$ cat config.mk
export PLATFORM = sky130hd
export DESIGN_NAME = fetch_unit
export DESIGN_NICKNAME = d
export VERILOG_FILES = /design/src/rtl/fetch_unit.sv
export SDC_FILE = /design/constraint.sdc
export NUM_CORES = 1
export LEC_CHECK = 0
export ABC_AREA = 1
export BUFFER_PORTS_ARGS = -buffer_cell sky130_fd_sc_hd__buf_2
export CAP_MARGIN = 25
export CORE_ASPECT_RATIO = 1.4
export CORE_MARGIN = 4
export CORE_UTILIZATION = 45
export DETAILED_ROUTE_END_ITERATION = 8
export PLACE_DENSITY = 0.8
export REMOVE_ABC_BUFFERS = 1
export SYNTH_ARGS = -nofsm -noshare
export SYNTH_HDL_FRONTEND = slang
export SYNTH_SLANG_ARGS = --single-unit
$ cat constraint.sdc
create_clock -name clk -period 7.8 [get_ports clk]
set_input_delay 1.95 -clock clk [delete_from_list [all_inputs] [get_ports clk]]
set_output_delay 1.95 -clock clk [all_outputs]
set_load 0.01 [all_outputs]
$ cat src/rtl/fetch_unit.sv
// fetch_unit: instruction fetch stage feeding the next-PC select / decode path.
//
// Owns the architectural fetch PC, issues reads to a 1-cycle-latency
// instruction BRAM, and buffers returned words in a 2-entry skid queue that
// is presented to decode over a valid/ready handshake.
//
// Ports:
//   clk, rst        core clock; synchronous active-high reset
//   redirect_valid  apply pcnext this cycle (flushes all younger fetches)
//   pcnext          redirect target byte address, bits [1:0] ignored
//   imem_en         BRAM read enable (one read per asserted cycle)
//   imem_addr       BRAM byte address, always equal to the fetch PC
//   imem_rdata      BRAM read data, valid the cycle after imem_en
//   out_valid       head entry valid toward decode
//   out_ready       decode accepts the head entry this cycle
//   out_pc          PC of the head instruction
//   out_pc4         out_pc + 4 (mod 2^32)
//   out_instr       head instruction word
module fetch_unit #(
  parameter logic [31:0] RESET_PC = 32'h0000_0000
) (
  input  logic        clk,
  input  logic        rst,
  input  logic        redirect_valid,
  input  logic [31:0] pcnext,
  output logic        imem_en,
  output logic [31:0] imem_addr,
  input  logic [31:0] imem_rdata,
  output logic        out_valid,
  input  logic        out_ready,
  output logic [31:0] out_pc,
  output logic [31:0] out_pc4,
  output logic [31:0] out_instr
);

  logic [31:0] pc_q;
  logic        inflight;
  logic [31:0] inflight_pc;

  logic [31:0] q_pc    [2];
  logic [31:0] q_instr [2];
  logic [1:0]  count;
  logic        rd_ptr;
  logic        wr_ptr;

  logic        pop;
  logic        push;
  logic        issue;
  logic [2:0]  occ;

  // pcnext[1:0] is deliberately dropped: targets are forced word-aligned.
  logic        unused_pcnext_lsb;
  assign unused_pcnext_lsb = ^pcnext[1:0];

  always_comb begin
    out_valid = !rst && (count != 2'd0);
    pop       = out_valid && out_ready;
    // Slots that will be committed after this cycle: entries kept plus the
    // read already in flight. A new read may only go out if one slot remains.
    occ       = {1'b0, count} - {2'b00, pop} + {2'b00, inflight};
    issue     = !rst && !redirect_valid && (occ <= 3'd1);
    push      = inflight && !redirect_valid;
    // Tail index is head + count mod 2; with count in 0..2 that is an xor.
    wr_ptr    = rd_ptr ^ count[0];
  end

  assign imem_en   = issue;
  assign imem_addr = pc_q;
  assign out_pc    = q_pc[rd_ptr];
  assign out_instr = q_instr[rd_ptr];
  assign out_pc4   = q_pc[rd_ptr] + 32'd4;

  always_ff @(posedge clk) begin
    if (rst) begin
      pc_q        <= RESET_PC;
      inflight    <= 1'b0;
      inflight_pc <= RESET_PC;
      count       <= 2'd0;
      rd_ptr      <= 1'b0;
    end else if (redirect_valid) begin
      // A simultaneous pop is already consumed by decode; the flush
      // discards whatever remains, including the returning read.
      pc_q     <= {pcnext[31:2], 2'b00};
      inflight <= 1'b0;
      count    <= 2'd0;
      rd_ptr   <= 1'b0;
    end else begin
      if (issue) begin
        pc_q        <= pc_q + 32'd4;
        inflight_pc <= pc_q;
      end
      inflight <= issue;
      if (push) begin
        q_pc[wr_ptr]    <= inflight_pc;
        q_instr[wr_ptr] <= imem_rdata;
      end
      if (pop) begin
        rd_ptr <= ~rd_ptr;
      end
      count <= count + {1'b0, push} - {1'b0, pop};
    end
  end

`ifndef SYNTHESIS
  // The issue throttle must make overflow impossible.
  a_no_overflow : assert property (@(posedge clk) disable iff (rst)
    !(push && !pop && count == 2'd2))
    else $error("fetch_unit: skid queue overflow");
`endif

endmodule

==> results.json <==
{
  "status": "finished, final reports clean",
  "synth_area_um2": 9030,
  "crit_path_end_kind": "output port",
  "gp_congestion": 0.877,
  "synthMuxAreaShare_pct": 3.99,
  "drv_cap": 0,
  "diodes": 0,
  "dp.cells": 1412,
  "synth_ff_type": "edfxtp_1",
  "crit_arrival_ns": 4.22,
  "cts-resized-gates": 0,
  "num_vias": 7093,
  "cts_setup_buffers": 0,
  "wire_per_inst_um": 15.0,
  "track_usage_pct": 19.4,
  "cp_common_cell": "inv_1",
  "yosysWarnings": 0,
  "synth_edf_count": 124,
  "synth_top_family_by_area": "simple AND/OR/NAND/NOR gates",
  "drtIter0Drc": 456,
  "synth_top_cell_by_area": "edfxtp_1",
  "antenna_found_initial": 0,
  "pwr-share-clk_pct": 38.7,
  "vias_per_cell": 4.92,
  "crit_family": "buffers and inverters",
  "ys_top_cells_by_area": "edfxtp_1 (41%), dfxtp_1 (14%), nand2_1 (11%)",
  "synth-adder-area-share_pct": 1.05,
  "synthArstFlopShare_pct": 0,
  "crit_path_start_kind": "input port",
  "synthXorXnorAreaFrac_pct": 2.04,
  "pwr-share-seq_pct": 53.6,
  "vdd_drop_max_mv": 0.149,
  "cts_htree_levels": 4,
  "numCtsBuffers": 17,
  "die_width_um": 128,
  "clock_sinks": 189,
  "grt_pass1_wl_mm": 34.9,
  "power_frac_comb_pct": 7.6,
  "p_leak_nw": 4.50,
  "placed_area_um2": 10100,
  "cts_max_path_buffers": 2,
  "hold_slack_ns": 0.455,
  "worst_path_max_delay_cell": "fa_1",
  "port_buffers": 189,
  "fin_cells": 1443,
  "syn_avg_cell_area_um2": 9.07,
  "initial_core_util_pct": 45.7,
  "die_height_um": 176,
  "synth.distinct_cells": 38,
  "finClkSkew_ns": 0.00813,
  "critPathRequiredTime_ns": 5.85,
  "relSlewSlack_pct": 40.4,
  "drc": 0,
  "fmax_ghz": 0.162,
  "antenna_left": 0,
  "yosysMostFrequentCell": "nand2_1",
  "grt_max_degree": 65,
  "cts_tree": "yes",
  "root_buffer": "clkbuf_16",
  "syn_to_final_growth_pct": 18.4,
  "synth-seq-cells": 189,
  "p_sw_mw": 0.490,
  "ios": 198,
  "grt-ovfl-total": 0,
  "dieArea_um2": 22400,
  "final_core_util_pct": 54.1,
  "holdCritPathClass": "register to register",
  "fillers": 1799,
  "seq_area_frac_synth_pct": 55.6,
  "row_count": 61,
  "p_int_mw": 1.60,
  "finalSetupViolations": 0,
  "holdBufCountCts": 0,
  "final_cell_area_um2": 10700,
  "dr.pass1.iters": 5,
  "worstMarginPinSlew_ns": 0.894,
  "drt_wl_total_mm": 21.7,
  "core_um2": 19800,
  "synthTopCellsByCount": "nand2_1 (269), edfxtp_1 (124), nor2_1 (123)",
  "insertion_delay_ns": 0.42,
  "synth-compound-area-share_pct": 6.96,
  "synth_cells": 996,
  "worstSetupPathType": "input port to output port",
  "grt_pass1_vias": 7085,
  "dp_hpwl_mm": 16.1,
  "tns_ns": 0,
  "period_share_pct": 79.1,
  "synth_top_area_share_pct": 41.2,
  "crit_buf_inv": 8,
  "cts.clk_slew.worst_paths_ns": 0.06,
  "synth_simple_gate_area_share_pct": 22.9,
  "swShare_pct": 23.5,
  "p_per_area_nw_per_um2": 195,
  "finalHoldViolCount": 0,
  "finalMaxSlewViolations": 0,
  "nNetsFinal": 1254,
  "crit_path_max_fanout": 45,
  "rsz0062_at_grt": "no",
  "crit_chain": "buf_2 -> a21oi_1 -> nand2_1 -> inv_1 -> ha_1 -> inv_1 -> ha_1 -> inv_1 -> fa_1 -> inv_1 -> nor2_1 -> nand2_1 -> buf_4 -> inv_2 -> buf_2",
  "fin_crit_ns": 6.17,
  "cpPeakStageDelay_ns": 0.44,
  "drive_gt1_share_pct": 25.5
}
## metrics by stage
| step | setup WS (ns) | power (mW) |
|---|---|---|
| after detailed placement | 1.61 | 1.30 |
| after global routing | 1.44 | 2.17 |
| final | 1.63 | 2.09 |
| after floorplan | 0.465 | 1.23 |
| after global placement | 1.71 | 1.30 |
| after CTS | 1.60 | 2.11 |
## worst reg2reg max path: cells and delay by family (launching register included)
family / cells / cell delay [ns]
flip-flops: 1 / 0.44
AO/OA/AOI/OAI: 2 / 0.38
adder cells (fa/ha/maj): 3 / 0.86
buffers and inverters: 8 / 1.18
AND/OR/NAND/NOR: 6 / 0.61
## layout by cell type (no fill, tap or decap), types with 21 or more instances in the layout
cell type,netlist,final
nand2_1,269,269
buf_2,13,189
edfxtp_1,124,124
nor2_1,123,123
inv_1,113,113
dfxtp_1,65,64
nand3_1,52,52
mux2_2,32,32
a21oi_1,29,29
o21ai_0,27,27
o21ai_2,21,21
## power groups by stage
stage          clock (mW)  combinational [mW]  sequential (mW)
2_1_floorplan           0              0.0844             1.14
3_3_place_gp            0               0.156             1.14
3_5_place_dp            0               0.160             1.14
4_1_cts             0.829               0.161             1.12
5_1_grt             0.867               0.179             1.12
6_report            0.809               0.160             1.12
## state kept, by name, indices dropped and copies added (netlist names), named ones only
| register | count |
|---|---|
| q_pc | 60 |
| inflight_pc | 30 |
| rd_ptr | 1 |
| inflight | 1 |
| count | 2 |
| imem_addr | 30 |
| q_instr | 64 |
## layout make-up
cell class                      count  area (µm²)  share of cell area, %
Sequential cell                   189        5030                   47.0
Timing Repair Buffer              195         991                   9.27
Clock buffer                       20         437                   4.08
Inverter                          118         443                   4.14
Clock inverter                     11         111                   1.04
Multi-Input combinational cell    658        3370                   31.5
Tap cell                          252         315                   2.95
## layer usage
layer  share of wire (%)  up-vias  track usage (%)
li1                    -     3611                -
met1                  41     3242             22.5
met2                  52      207             35.1
met3                 5.2       33             3.99
met4                 2.4        0             6.95
met5                   0        -                0
## path summary, 6_finish.rpt
path              slack (ns)            end  cells after the start      startpoint
setup / recovery        1.63        imem_en                     15             rst
hold / removal          0.45     q_pc[0][3]                      0  inflight_pc[3]
setup reg to reg        4.29  imem_addr[30]                     19        count[1]
hold reg to reg         0.45     q_pc[0][3]                      0  inflight_pc[3]
## kinds of logic after synthesis
family | count (synthesis)
AOI/OAI and AO/OA | 98
buffers and inverters | 154
xor gates and xnor gates | 21
muxes | 32
adders and majority gates | 7
and+or+nand+nor | 494
other | 1
DFF | 189
Power figures use the tool's default switching activity.
